**src/rtl/adpll_ring_sequencer_if.sv**
```systemverilog
// Shared configuration write port of the ADPLL ring.
// The sequencer (master) presents one node/word pair with we held high
// until the slave returns ack; only one write is outstanding at a time.
//   node : target DCO node index
//   word : bias/control word for that node
//   we   : write request, held stable with node/word until ack
//   ack  : write accepted; a write completes on any cycle where we and ack are both high
interface adpll_ring_sequencer_if #(
  parameter int NUM_NODES = 4,
  parameter int CW_WIDTH  = 12
);
  localparam int NODE_W = (NUM_NODES > 1) ? $clog2(NUM_NODES) : 1;

  logic [NODE_W-1:0]   node;
  logic [CW_WIDTH-1:0] word;
  logic                we;
  logic                ack;

  modport master (output node, output word, output we, input ack);
  modport slave  (input node, input word, input we, output ack);
endinterface

```
**src/rtl/adpll_ring_sequencer.sv**
```systemverilog
// Start-up and lock sequencer for the 2x2 ADPLL ring.
// Nodes are brought up one at a time in index order: write the bias word,
// wait a settle interval, then qualify lock from the node's phase error on
// reference edges. A node that times out is retried with a stepped bias;
// after MAX_RETRIES failed retries the sequence stops in FAIL.
// Ports:
//   clk100_i, rst_pbn_i        : 100 MHz clock, asynchronous active-low reset
//   start_i                    : level; its rising edge launches a sequence from IDLE/DONE/FAIL
//   bias_override_en_i/_i      : optional switch-supplied initial bias
//   ref_edge_i                 : one-cycle pulse per reference edge (already synchronised)
//   phase_err_i                : packed signed phase error, node k at [k*ERR_WIDTH +: ERR_WIDTH]
//   cfg                        : configuration write port (master side)
//   node_en_o, locked_o        : per-node enable and lock flags
//   busy_o, done_o, fail_o     : sequence status
//   fail_node_o                : node that exhausted its retries
module adpll_ring_sequencer #(
  parameter int NUM_NODES     = 4,
  parameter int CW_WIDTH      = 12,
  parameter int BIAS_DEFAULT  = 154,
  parameter int BIAS_STEP     = 8,
  parameter int ERR_WIDTH     = 8,
  parameter int ERR_WINDOW    = 4,
  parameter int SETTLE_CYCLES = 1024,
  parameter int LOCK_COUNT    = 16,
  parameter int TIMEOUT_EDGES = 256,
  parameter int MAX_RETRIES   = 3,
  localparam int NODE_W       = (NUM_NODES > 1) ? $clog2(NUM_NODES) : 1
) (
  input  logic                           clk100_i,
  input  logic                           rst_pbn_i,
  input  logic                           start_i,
  input  logic                           bias_override_en_i,
  input  logic [CW_WIDTH-1:0]            bias_override_i,
  input  logic                           ref_edge_i,
  input  logic [NUM_NODES*ERR_WIDTH-1:0] phase_err_i,
  adpll_ring_sequencer_if.master         cfg,
  output logic [NUM_NODES-1:0]           node_en_o,
  output logic [NUM_NODES-1:0]           locked_o,
  output logic                           busy_o,
  output logic                           done_o,
  output logic                           fail_o,
  output logic [NODE_W-1:0]              fail_node_o
);

  localparam int SET_W   = (SETTLE_CYCLES > 1) ? $clog2(SETTLE_CYCLES) : 1;
  localparam int LOCK_W  = $clog2(LOCK_COUNT + 1);
  localparam int EDGE_W  = $clog2(TIMEOUT_EDGES + 1);
  localparam int RETRY_W = (MAX_RETRIES > 0) ? $clog2(MAX_RETRIES + 1) : 1;
  localparam logic [NODE_W-1:0] LAST_NODE = NODE_W'(NUM_NODES - 1);

  typedef enum logic [2:0] {
    S_IDLE, S_CFG, S_SETTLE, S_CHECK, S_RETRY, S_NEXT, S_DONE, S_FAIL
  } state_t;

  // |e| computed one bit wider so the most negative code maps to +2^(ERR_WIDTH-1).
  function automatic logic [ERR_WIDTH:0] abs_err(input logic signed [ERR_WIDTH-1:0] e);
    logic signed [ERR_WIDTH:0] ext;
    ext = {e[ERR_WIDTH-1], e};
    return (ext < 0) ? -ext : ext;
  endfunction

  // Bias increment, saturating at the all-ones control word.
  function automatic logic [CW_WIDTH-1:0] bias_step_sat(input logic [CW_WIDTH-1:0] b);
    logic [CW_WIDTH:0] sum;
    sum = {1'b0, b} + (CW_WIDTH+1)'(BIAS_STEP);
    return sum[CW_WIDTH] ? {CW_WIDTH{1'b1}} : sum[CW_WIDTH-1:0];
  endfunction

  state_t                 state;
  logic                   start_q;
  logic [CW_WIDTH-1:0]    init_bias;
  logic [CW_WIDTH-1:0]    bias;
  logic [NODE_W-1:0]      idx;
  logic [RETRY_W-1:0]     retry_cnt;
  logic [SET_W-1:0]       settle_cnt;
  logic [LOCK_W-1:0]      lock_cnt;
  logic [EDGE_W-1:0]      edge_cnt;

  logic                   launch;
  logic [CW_WIDTH-1:0]    launch_bias;
  logic signed [ERR_WIDTH-1:0] err_sel;
  logic                   in_window;
  logic [LOCK_W-1:0]      lock_next;
  logic [EDGE_W-1:0]      edge_next;

  always_comb begin
    launch      = start_i && !start_q &&
                  (state == S_IDLE || state == S_DONE || state == S_FAIL);
    launch_bias = bias_override_en_i ? bias_override_i : CW_WIDTH'(BIAS_DEFAULT);
    err_sel     = phase_err_i[int'(idx)*ERR_WIDTH +: ERR_WIDTH];
    in_window   = (abs_err(err_sel) <= (ERR_WIDTH+1)'(ERR_WINDOW));
    lock_next   = in_window ? lock_cnt + 1'b1 : '0;
    edge_next   = edge_cnt + 1'b1;
  end

  always_ff @(posedge clk100_i or negedge rst_pbn_i) begin
    if (!rst_pbn_i) begin
      state       <= S_IDLE;
      start_q     <= 1'b0;
      init_bias   <= '0;
      bias        <= '0;
      idx         <= '0;
      retry_cnt   <= '0;
      settle_cnt  <= '0;
      lock_cnt    <= '0;
      edge_cnt    <= '0;
      cfg.node    <= '0;
      cfg.word    <= '0;
      cfg.we      <= 1'b0;
      node_en_o   <= '0;
      locked_o    <= '0;
      busy_o      <= 1'b0;
      done_o      <= 1'b0;
      fail_o      <= 1'b0;
      fail_node_o <= '0;
    end else begin
      start_q <= start_i;
      if (launch) begin
        init_bias   <= launch_bias;
        bias        <= launch_bias;
        idx         <= '0;
        retry_cnt   <= '0;
        node_en_o   <= '0;
        locked_o    <= '0;
        done_o      <= 1'b0;
        fail_o      <= 1'b0;
        fail_node_o <= '0;
        busy_o      <= 1'b1;
        state       <= S_CFG;
      end else begin
        case (state)
          // Config write: raise the request once, then hold until acked.
          S_CFG: begin
            if (!cfg.we) begin
              cfg.we         <= 1'b1;
              cfg.node       <= idx;
              cfg.word       <= bias;
              node_en_o[idx] <= 1'b1;
            end else if (cfg.ack) begin
              cfg.we     <= 1'b0;
              settle_cnt <= '0;
              state      <= S_SETTLE;
            end
          end
          // Settle interval after the write.
          S_SETTLE: begin
            if (settle_cnt == SET_W'(SETTLE_CYCLES - 1)) begin
              lock_cnt <= '0;
              edge_cnt <= '0;
              state    <= S_CHECK;
            end else begin
              settle_cnt <= settle_cnt + 1'b1;
            end
          end
          // Lock qualification on reference edges; lock beats timeout on the same edge.
          S_CHECK: begin
            if (ref_edge_i) begin
              lock_cnt <= lock_next;
              edge_cnt <= edge_next;
              if (lock_next == LOCK_W'(LOCK_COUNT)) begin
                locked_o[idx] <= 1'b1;
                state         <= S_NEXT;
              end else if (edge_next == EDGE_W'(TIMEOUT_EDGES)) begin
                state <= S_RETRY;
              end
            end
          end
          S_RETRY: begin
            if (retry_cnt == RETRY_W'(MAX_RETRIES)) begin
              fail_o         <= 1'b1;
              fail_node_o    <= idx;
              node_en_o[idx] <= 1'b0;
              busy_o         <= 1'b0;
              state          <= S_FAIL;
            end else begin
              retry_cnt <= retry_cnt + 1'b1;
              bias      <= bias_step_sat(bias);
              state     <= S_CFG;
            end
          end
          S_NEXT: begin
            if (idx == LAST_NODE) begin
              done_o <= 1'b1;
              busy_o <= 1'b0;
              state  <= S_DONE;
            end else begin
              idx       <= idx + 1'b1;
              retry_cnt <= '0;
              bias      <= init_bias;
              state     <= S_CFG;
            end
          end
          default: ;
        endcase
      end
    end
  end

endmodule

```
**src/flat_wrapper.sv**
```systemverilog
// flat-port wrapper written by rule: the top's interface ports become plain ports
module adpll_ring_sequencer_flat 
#(
  parameter int NUM_NODES     = 4,
  parameter int CW_WIDTH      = 12,
  parameter int BIAS_DEFAULT  = 154,
  parameter int BIAS_STEP     = 8,
  parameter int ERR_WIDTH     = 8,
  parameter int ERR_WINDOW    = 4,
  parameter int SETTLE_CYCLES = 1024,
  parameter int LOCK_COUNT    = 16,
  parameter int TIMEOUT_EDGES = 256,
  parameter int MAX_RETRIES   = 3,
  localparam int NODE_W       = (NUM_NODES > 1) ? $clog2(NUM_NODES) : 1
)
  (clk100_i, rst_pbn_i, start_i, bias_override_en_i, bias_override_i, ref_edge_i, phase_err_i, node_en_o, locked_o, busy_o, done_o, fail_o, fail_node_o, cfg_node, cfg_word, cfg_we, cfg_ack);
  adpll_ring_sequencer_if #(.NUM_NODES(NUM_NODES), .CW_WIDTH(CW_WIDTH)) cfg_i ();
  input  logic clk100_i;
  input  logic rst_pbn_i;
  input  logic start_i;
  input  logic bias_override_en_i;
  input  logic [CW_WIDTH-1:0] bias_override_i;
  input  logic ref_edge_i;
  input  logic [NUM_NODES*ERR_WIDTH-1:0] phase_err_i;
  output logic [NUM_NODES-1:0] node_en_o;
  output logic [NUM_NODES-1:0] locked_o;
  output logic busy_o;
  output logic done_o;
  output logic fail_o;
  output logic [NODE_W-1:0] fail_node_o;
  output wire logic [$bits(cfg_i.node)-1:0] cfg_node;
  output wire logic [$bits(cfg_i.word)-1:0] cfg_word;
  output wire logic [$bits(cfg_i.we)-1:0] cfg_we;
  input wire logic [$bits(cfg_i.ack)-1:0] cfg_ack;
  assign cfg_node = cfg_i.node;
  assign cfg_word = cfg_i.word;
  assign cfg_we = cfg_i.we;
  assign cfg_i.ack = cfg_ack;
  adpll_ring_sequencer #(.NUM_NODES(NUM_NODES), .CW_WIDTH(CW_WIDTH), .BIAS_DEFAULT(BIAS_DEFAULT), .BIAS_STEP(BIAS_STEP), .ERR_WIDTH(ERR_WIDTH), .ERR_WINDOW(ERR_WINDOW), .SETTLE_CYCLES(SETTLE_CYCLES), .LOCK_COUNT(LOCK_COUNT), .TIMEOUT_EDGES(TIMEOUT_EDGES), .MAX_RETRIES(MAX_RETRIES)) u_core (.clk100_i(clk100_i), .rst_pbn_i(rst_pbn_i), .start_i(start_i), .bias_override_en_i(bias_override_en_i), .bias_override_i(bias_override_i), .ref_edge_i(ref_edge_i), .phase_err_i(phase_err_i), .cfg(cfg_i), .node_en_o(node_en_o), .locked_o(locked_o), .busy_o(busy_o), .done_o(done_o), .fail_o(fail_o), .fail_node_o(fail_node_o));
endmodule
```
**config.mk**
```make
export PLATFORM = sky130hd
export DESIGN_NAME = adpll_ring_sequencer_flat
export DESIGN_NICKNAME = d
export VERILOG_FILES = /design/src/rtl/adpll_ring_sequencer_if.sv /design/src/rtl/adpll_ring_sequencer.sv /design/src/flat_wrapper.sv
export SDC_FILE = /design/constraint.sdc
export NUM_CORES = 1
export LEC_CHECK = 0
export ABC_AREA = 1
export CAP_MARGIN = 10
export CORE_MARGIN = 10
export CORE_UTILIZATION = 30
export DETAILED_ROUTE_END_ITERATION = 16
export MAX_ROUTING_LAYER = met4
export PLACE_DENSITY = 0.51
export SKIP_CTS_REPAIR_TIMING = 1
export SLEW_MARGIN = 0
export SYNTH_ARGS = -nofsm -noshare
export SYNTH_HDL_FRONTEND = slang
export SYNTH_SLANG_ARGS = --single-unit
```
**constraint.sdc**
```tcl
create_clock -name clk100_i -period 2.5 [get_ports clk100_i]
set_input_delay 0.375 -clock clk100_i [delete_from_list [all_inputs] [get_ports clk100_i]]
set_output_delay 0.375 -clock clk100_i [all_outputs]
set_load 0.01 [all_outputs]
```
; ---- Word level (Yosys, flattened, before mapping)
; Index checks and enable logic that the tools add are counted.
; W data, S select, Z words.
[classes]
add_sub_neg = 7
order_cmp = 4
n_eq_ne = 28
shifts = 1
mux = 60
bitwise = 6
n_reduce_logical = 31
[op_table]
columns = operator, n
row1 = $mux W12, 5
row2 = $shiftx A32 B6 Y8, 1
row3 = $mux W10, 3
row4 = $mux W4, 7
row5 = $mux W3, 9
row6 = $mux W9, 3
row7 = $pmux W12 S2, 1
row8 = $pmux W10 S2, 1
row9 = $mux W2, 9
row10 = $pmux W9 S2, 1
row11 = $reduce_bool A2 Y1, 9
row12 = $mux W5, 3
row13 = $pmux W3 S5, 1
row14 = $reduce_and A3 Y1, 5
row15 = $add A12 B4 Y13 const B, 1
row16 = $eq A3 B3 Y1 const B, 4
row17 = $mux W1, 12
row18 = $ne A3 B1 Y1 const B, 4
row19 = $ne A3 B2 Y1 const B, 4
row20 = $add A10 B1 Y10 const B, 1
row21 = $eq A10 B10 Y1 const B, 1
row22 = $pmux W5 S2, 1
row23 = $add A9 B1 Y9 const B, 1
row24 = $eq A9 B9 Y1 const B, 1
row25 = other kinds (33), 49
[word_totals]
ff_bits = 84
inputBits = 50
output_inout_bits = 28
word_cells = 155

; ---- Longest topological paths before layout
; Gate-level depths: netlist of the first run.
[depth]
depth_word = 10
ltp_mapped = 17

; ---- Worst setup path before layout of the first run
; OpenSTA, ideal clock, no wires.
[synth_timing]
path_type = reg-to-reg
start = register u_core.idx[1]
end = register u_core.state[1]
setup_time_ns = 0.117
arrival_time_ns = 1.706
required_ns = 2.383
slack_ns = 0.676
stages_incl_launch_ff = 15
n_path_buf = 2
synth_period_minus_slack_ns = 1.824
path_cell_list = dfrtp_1 > buf_4 > inv_2 > buf_4 > nand3_1 > nand2_1 > nand2_1 > nor2_1 > nand3_1 > nand2_2 > nand4_1 > o21bai_1 > nand4_1 > nand2_1 > nand2_1
[synth_between]
elab_chain_len = 10
[synth_rtl]
columns = item, line
row1 = "start, declared", adpll_ring_sequencer.sv:73  ; logic [NODE_W-1:0] idx;
row2 = "start signal, assigned", adpll_ring_sequencer.sv:187  ; idx <= idx + 1'b1;
row3 = $shiftx A32 B6 Y8, adpll_ring_sequencer.sv:90  ; err_sel = phase_err_i[int'(idx)*ERR_WIDTH +: ERR_WIDTH];
row4 = $neg A8 Y9 or $lt A8 B1 Y1 (tied branches), adpll_ring_sequencer.sv:59  ; return (ext < 0) ? -ext : ext;
row5 = $mux W9, adpll_ring_sequencer.sv:59
row6 = $le A9 B3 Y1, adpll_ring_sequencer.sv:91  ; in_window = (abs_err(err_sel) <= (ERR_WIDTH+1)'(ERR_WINDOW));
row7 = $mux W5, adpll_ring_sequencer.sv:92  ; lock_next = in_window ? lock_cnt + 1'b1 : '0;
row8 = $eq A5 B5 Y1, adpll_ring_sequencer.sv:160  ; if (lock_next == LOCK_W'(LOCK_COUNT)) begin
row9 = $mux W3, adpll_ring_sequencer.sv:160
row10 = $mux W3, adpll_ring_sequencer.sv:157  ; if (ref_edge_i) begin
row11 = $pmux W3 S5, adpll_ring_sequencer.sv:131  ; case (state)
row12 = $mux W3, adpll_ring_sequencer.sv:118  ; if (launch) begin
row13 = "end signal, assigned", adpll_ring_sequencer.sv:129  ; state <= S_CFG;
row14 = "end signal, assigned", adpll_ring_sequencer.sv:162  ; state <= S_NEXT;
row15 = "end signal, assigned", adpll_ring_sequencer.sv:164  ; state <= S_RETRY;
row16 = "end, declared", adpll_ring_sequencer.sv:69  ; state_t state;
; Parallel ways exist; a longest one is shown, timed or not. The select of a mux whose other input is x is not followed.
; A chain may end at the register's enable or synchronous reset.

; ---- Worst setup path in the final report of the first run
[layout_timing]
start = register u_core.idx[0]
end = register u_core.state[2]
; The elaborated chain is that of the path after synthesis.

==> summary.md, run 1 <==
| Metric | Value |
|---|---|
| First-pass GRT wire length | `21,300 um` |
| Area contributors post-synth | `dfrtp_1 45%, nand2_1 13%, o21ai_0 6.0%` |
| PwrDens | `1030 nW/um^2` |
| Crit start category | `flop` |
| Non-filler cells, final | `868` |
| Share of cells above drive strength 1 | `0.0971` |
| Drt total wl | `12,700 um` |
| Library cells used by synthesis | `41` |
| Crit path top cell by count | `nand2_1` |
| Mapped Area | `4640 um^2` |
| DR vias/cell | `4.77` |
| Violated checks | `hold timing` |
| TritonCTS clock tree | `built` |
| Tightest Pin Transition | `0.474 ns` |
| Gate power share | `0.431` |
| Max Cap Viol | `0` |
| Post-layout min period | `2.18 ns` |
| Most frequent cells in the layout | `163 x nand2_1, 84 x dfrtp_1, 76 x clkdlybuf4s50_1` |
| Clk buf depth | `2` |
| Switching power of the nets | `2440 uW` |
| Die Footprint | `20,800 um^2` |
| DP Wirelength | `9590 um` |
| H-Tree Depth | `3` |
| Dpl cell area | `5610 um^2` |
| CP Data Arrival Time | `2.39 ns` |
| Die width | `144 um` |
| Slowest cell on crit path | `dfrtp_1` |
| Relative max-transition margin | `0.684` |
| Total power draw | `6060 uW` |
| Util after Layout | `0.389` |
| Reg-to-reg slack, setup | `0.32 ns` |
| TritonRoute pass-1 iters | `5` |
| Total non-filler cell area in the finished layout | `5910 um^2` |
| Final Slew Violations | `0` |
| Peak Freq | `460 MHz` |
| Total grt overflow | `0` |
| Fillers | `1,548` |
| Cell row count | `45` |
| CTS clk-pin slew, worst paths | `0.06 ns` |
| Number of synthesis warnings | `0` |
| P_leak | `0.00279 uW` |
| WP data required | `2.72 ns` |
| Area growth from synthesis to layout | `27.3%` |
| RSZ-0062 raised after global routing | `no` |
| Layout Nets | `734` |
| Worst-Skew Late Latency | `0.34 ns` |
| Final Hold Violating Endpoints | `6` |
| Core area | `15,200 um^2` |
| Hold_ws | `-0.0103 ns` |
| Root buffer cell | `clkbuf_16` |
| Final clock skew | `0.00877 ns` |
| Sw frac | `0.403` |
| Most common cell after layout, fill and taps aside | `nand2_1` |
| Fin crit share | `0.870` |
| Peak supply drop | `0.000427 V` |
| PortBufs | `77` |
| Hold crit path type | `in -> async` |
| CTS sink cnt | `84` |
| CP endpoint kind | `flop` |
| Internal power | `3620 uW` |
| Placer Congestion | `0.945` |
| Drt initial violations | `241` |
| Cells along the critical path | `buf_4 > nand2_1 > nand3_1 > nand2_1 > nor2_1 > nand3_1 > nand2_2 > nand4_1 > o21bai_1 > nand4_1 > nand2_1 > nand2_1` |
| Post-synth net total | `652` |
| Inst Count DP | `852` |
| Via count | `4,142` |
| Seq/Total Area, Yosys | `0.453` |
| Post-route ant nets | `0` |
| Initial core utilization | `0.305` |
| WL/cell | `14.6 um` |
| Largest net degree at the start of global routing | `53` |
| Vias in the first global route | `4,174` |
| Initial antenna violation count | `0` |
| Critical path's largest stage delay | `0.49 ns` |
| #FFs+latches synth | `84` |
| CTS buffer count | `9` |
| Crit-path max FO | `14` |
| CP Class | `reg -> reg` |
| Synth top area share | `0.453` |
| GRT Total Usage | `0.130` |
| Top-level I/O count | `78` |
| Avg Synthesized Cell Area | `7.83 um^2` |
| Synthesized instance count | `593` |
| Detailed-route DRC error count | `0` |
| Clock share of power | `0.220` |
| Antenna cell count | `0` |
| Setup TNS | `0 ns` |
| Final-report setup violation count | `0` |
| Status | `finished with violations` |
| Chip height | `144 um` |
| Synth area leader | `dfrtp_1` |
| Seq pwr share | `0.349` |
[through the flow]
stage	hold WS [ns]	worst slack (ns)
6_report	-0.0103	0.325
5_1_grt	0.0268	0.0777
4_1_cts	0.00881	0.286
3_5_place_dp	0.368	0.192
3_3_place_gp	0.362	0.258
2_1_floorplan	0.0794	0.676
[registers in the layout, summed over array words and instances, names as in the netlist, 2 cells and up]
name,count
u_core.cfg.word,12
u_core.idx,2
u_core.settle_cnt,10
u_core.lock_cnt,5
u_core.locked_o,4
u_core.fail_node_o,2
u_core.init_bias,12
u_core.state,3
u_core.bias,12
u_core.edge_cnt,9
u_core.node_en_o,4
u_core.retry_cnt,2
u_core.cfg.node,2
[synthesized netlist by cell type, drive strengths merged]
library cell / count
or2: 1
o311ai: 1
nor2: 58
a211oi: 2
o211a: 1
o31ai: 1
o22ai: 6
dfrtp: 84
a32oi: 2
nor3: 4
xnor2: 1
ha: 9
nand3: 45
a32o: 4
buf: 10
o21ai: 60
nand2: 169
a22o: 2
a21oi: 14
a31oi: 6
o221ai: 1
and3: 1
inv: 86
clkbuf: 4
nand4: 13
clkinv: 1
o21bai: 1
xor2: 5
a21boi: 1
[worst max-delay path: cells and delay by family (launching register included)]
family | cells | cell delay [ns]
AOI/OAI and AO/OA | 1 | 0.23
buffers and inverters | 1 | 0.26
and+or+nand+nor | 10 | 1.08
DFF | 1 | 0.49
[power by group through the flow]
| stage | Clock, uW | Combinational, uW | Sequential (uW) |
|---|---|---|---|
| after floorplan | 0 | 1730 | 2120 |
| after global placement | 0 | 2630 | 2120 |
| after detailed placement | 0 | 2640 | 2130 |
| after CTS | 1370 | 2650 | 2110 |
| after global routing | 1440 | 2970 | 2170 |
| final | 1340 | 2610 | 2110 |
[worst paths after layout]
kind	start	endpoint	cells past startpoint
hold reg to reg	u_core.init_bias[11]	u_core.init_bias[11]	2
setup / recovery	u_core.idx[0]	u_core.state[2]	12
setup reg to reg	u_core.idx[0]	u_core.state[2]	12
max in group asynchronous	rst_pbn_i	u_core.bias[9]	2
min in group clk100_i	u_core.init_bias[11]	u_core.init_bias[11]	2
hold / removal	rst_pbn_i	u_core.lock_cnt[3]	1
[cells by family (layout without fill, tap and decap cells)]
group / count (synthesis) / after routing / share of synthesized area
and+or+nand+nor: 291 / 291 / 0.288
buffers and inverters: 101 / 188 / 0.0944
AOI/OAI and AO/OA: 102 / 102 / 0.129
xor gates and xnor gates: 6 / 6 / 0.0113
adders and majority gates: 9 / 9 / 0.0243
DFF: 84 / 84 / 0.453
[layer usage]
metal | track usage | part of all wire
met1 | 0.152 | 0.45
met2 | 0.223 | 0.49
met4 | 0.0426 | 0.014
met5 | - | 0
met3 | 0.0203 | 0.045
[layout make-up]
type / count / area [um^2] / share of cell area
flip-flops and latches: 84 / 2100 / 0.356
repair buffers: 85 / 841 / 0.142
multi-input cells: 408 / 2100 / 0.356
inverters: 87 / 334 / 0.0565
well taps: 188 / 235 / 0.0398
clock buffers: 12 / 246 / 0.0417
clock inverters: 4 / 48.8 / 0.00826
Note: power is estimated with default switching activity, not from simulation.
==> inputs of run 2 (changes only) <==
--- a/config.mk
+++ b/config.mk
@@ -10,9 +10,9 @@
 export CORE_MARGIN = 10
 export CORE_UTILIZATION = 30
 export DETAILED_ROUTE_END_ITERATION = 16
+export HOLD_SLACK_MARGIN = 0.08
 export MAX_ROUTING_LAYER = met4
 export PLACE_DENSITY = 0.51
-export SKIP_CTS_REPAIR_TIMING = 1
 export SLEW_MARGIN = 0
 export SYNTH_ARGS = -nofsm -noshare
 export SYNTH_HDL_FRONTEND = slang
==> summary.md, run 2 (synthesis results as in run 1) <==
| Metric | Value |
|---|---|
| First-pass GRT wire length | `21,300 um` |
| P_leak | `0.00280 uW` |
| Post-route ant nets | `0` |
| Crit-path max FO | `14` |
| Crit start category | `flop` |
| PwrDens | `1020 nW/um^2` |
| Post-Place Setup Slack | `0.192 ns` |
| Cell row count | `45` |
| Crit path top cell by count | `nand2_1` |
| WL/cell | `14.6 um` |
| Drt total wl | `12,600 um` |
| Worst-Skew Late Latency | `0.33 ns` |
| Fin crit share | `0.868` |
| Slowest cell on crit path | `dfrtp_1` |
| Final-report setup violation count | `0` |
| Post-CTS setup buffer count | `0` |
| Initial core utilization | `0.305` |
| Hold crit path type | `reg -> reg` |
| TritonRoute pass-1 iters | `4` |
| CTS clk-pin slew, worst paths | `0.06 ns` |
| Clk buf depth | `2` |
| Fillers | `1,549` |
| RSZ-0062 raised after global routing | `no` |
| Vias in the first global route | `4,177` |
| CTS sink cnt | `84` |
| Antenna cell count | `0` |
| Root buffer cell | `clkbuf_16` |
| Reg-to-reg slack, setup | `0.33 ns` |
| CTS buffer count | `9` |
| Hold-fix buffers, CTS | `1` |
| H-Tree Depth | `3` |
| Detailed-route DRC error count | `0` |
| Most common cell after layout, fill and taps aside | `nand2_1` |
| CP Class | `reg -> reg` |
| Critical path's largest stage delay | `0.49 ns` |
| Largest regs | `u_core.bias x12, u_core.cfg.word x12, u_core.init_bias x12` |
| Hold path startpoint | `u_core.init_bias[11]` |
| Chip height | `144 um` |
| Initial antenna violation count | `0` |
| Tightest Pin Transition | `0.472 ns` |
| RR Startpoint | `u_core.idx[0]` |
| Status | `completed` |
| CP Data Arrival Time | `2.39 ns` |
| DP Wirelength | `9590 um` |
| Placer Congestion | `0.945` |
| DR vias/cell | `4.76` |
| Final WS setup | `0.330 ns` |
| Peak supply drop | `0.000426 V` |
| GRT Total Usage | `0.130` |
| Layout Nets | `735` |
| PortBufs | `77` |
| Final Slew Violations | `0` |
| R2R depth | `12` |
| Post-cts sizing count | `0` |
| Setup TNS | `0 ns` |
| Total non-filler cell area in the finished layout | `5920 um^2` |
| Largest net degree at the start of global routing | `53` |
| Top-level I/O count | `78` |
| Relative max-transition margin | `0.686` |
| Hold worst-path end | `u_core.init_bias[11]` |
| Cells along the critical path | `buf_4 > nand2_1 > nand3_1 > nand2_1 > nor2_1 > nand3_1 > nand2_2 > nand4_1 > o21bai_1 > nand4_1 > nand2_1 > nand2_1` |
| Area growth from synthesis to layout | `27.5%` |
| Total grt overflow | `0` |
| R2r endpoint | `u_core.state[2]` |
| Via count | `4,140` |
| Post-layout min period | `2.17 ns` |
| Dpl cell area | `5610 um^2` |
| Core area | `15,200 um^2` |
| Die width | `144 um` |
| CP endpoint kind | `flop` |
| Final clock skew | `0.00850 ns` |
| TritonCTS clock tree | `built` |
| Die Footprint | `20,800 um^2` |
| Peak Freq | `461 MHz` |
| Max Cap Viol | `0` |
| WP data required | `2.72 ns` |
| Most frequent cells in the layout | `163 x nand2_1, 84 x dfrtp_1, 76 x clkdlybuf4s50_1` |
| Final Hold Violating Endpoints | `0` |
| Share of cells above drive strength 1 | `0.0969` |
| Drt initial violations | `234` |
| Hold Path Depth | `2` |
[run 2: changes by cell type in the layout (fill, tap and decap cells not counted)]
cell           before  now
dlygate4sd3_1       0    1
[run 2: worst max-delay path: cells and delay by family, from the launching register on]
| family | cells | cell delay [ns] |
|---|---|---|
| buffers and inverters | 1 | 0.26 |
| flip-flops | 1 | 0.49 |
| AO/OA/AOI/OAI | 1 | 0.23 |
| AND/OR/NAND/NOR | 10 | 1.08 |
[run 2: layer usage]
layer	wire, um	global-route usage	vias to the layer above	part of all wire
li1	-	-	2092	-
met1	5580	0.153	1934	0.44
met2	6240	0.223	99	0.49
met3	644	0.0203	15	0.051
met4	182	0.0426	0	0.014
met5	0	-	-	0
[run 2: through the flow]
step           power [uW]  utilization  hold WS (ns)  std cells
5_1_grt              6580        0.389         0.480        869
6_report             6050        0.389         0.473        869
4_1_cts              6140        0.389         0.474        869
3_5_place_dp         4770        0.369         0.368        852
3_3_place_gp         4750        0.369         0.362        852
2_1_floorplan        3860            -        0.0794        593
[run 2: power by group]
group / internal, uW / switching, uW / total [uW]
logic: 1020 / 1590 / 2610
clock network: 801 / 530 / 1330
registers: 1790 / 317 / 2110
total: 3620 / 2430 / 6050
[run 2: worst max path at each step]
stage | end | cells after the start | start
detailed placement | u_core.state[2] | 13 | phase_err_i[0]
finish | u_core.state[2] | 12 | u_core.idx[0]
global route | u_core.state[2] | 12 | u_core.edge_cnt[0]
CTS | u_core.state[2] | 12 | u_core.idx[0]
floorplan | u_core.state[1] | 14 | u_core.idx[1]
global placement | u_core.state[2] | 14 | phase_err_i[10]
[run 2: final cells by class]
type	instances	area, um^2	share of cell area
multi-input combinational	408	2100	0.355
inverter	87	334	0.0564
timing repair buffer	86	851	0.144
clock buffer	12	246	0.0416
tap	188	235	0.0397
sequential	84	2100	0.355
clock inverter	4	48.8	0.00825
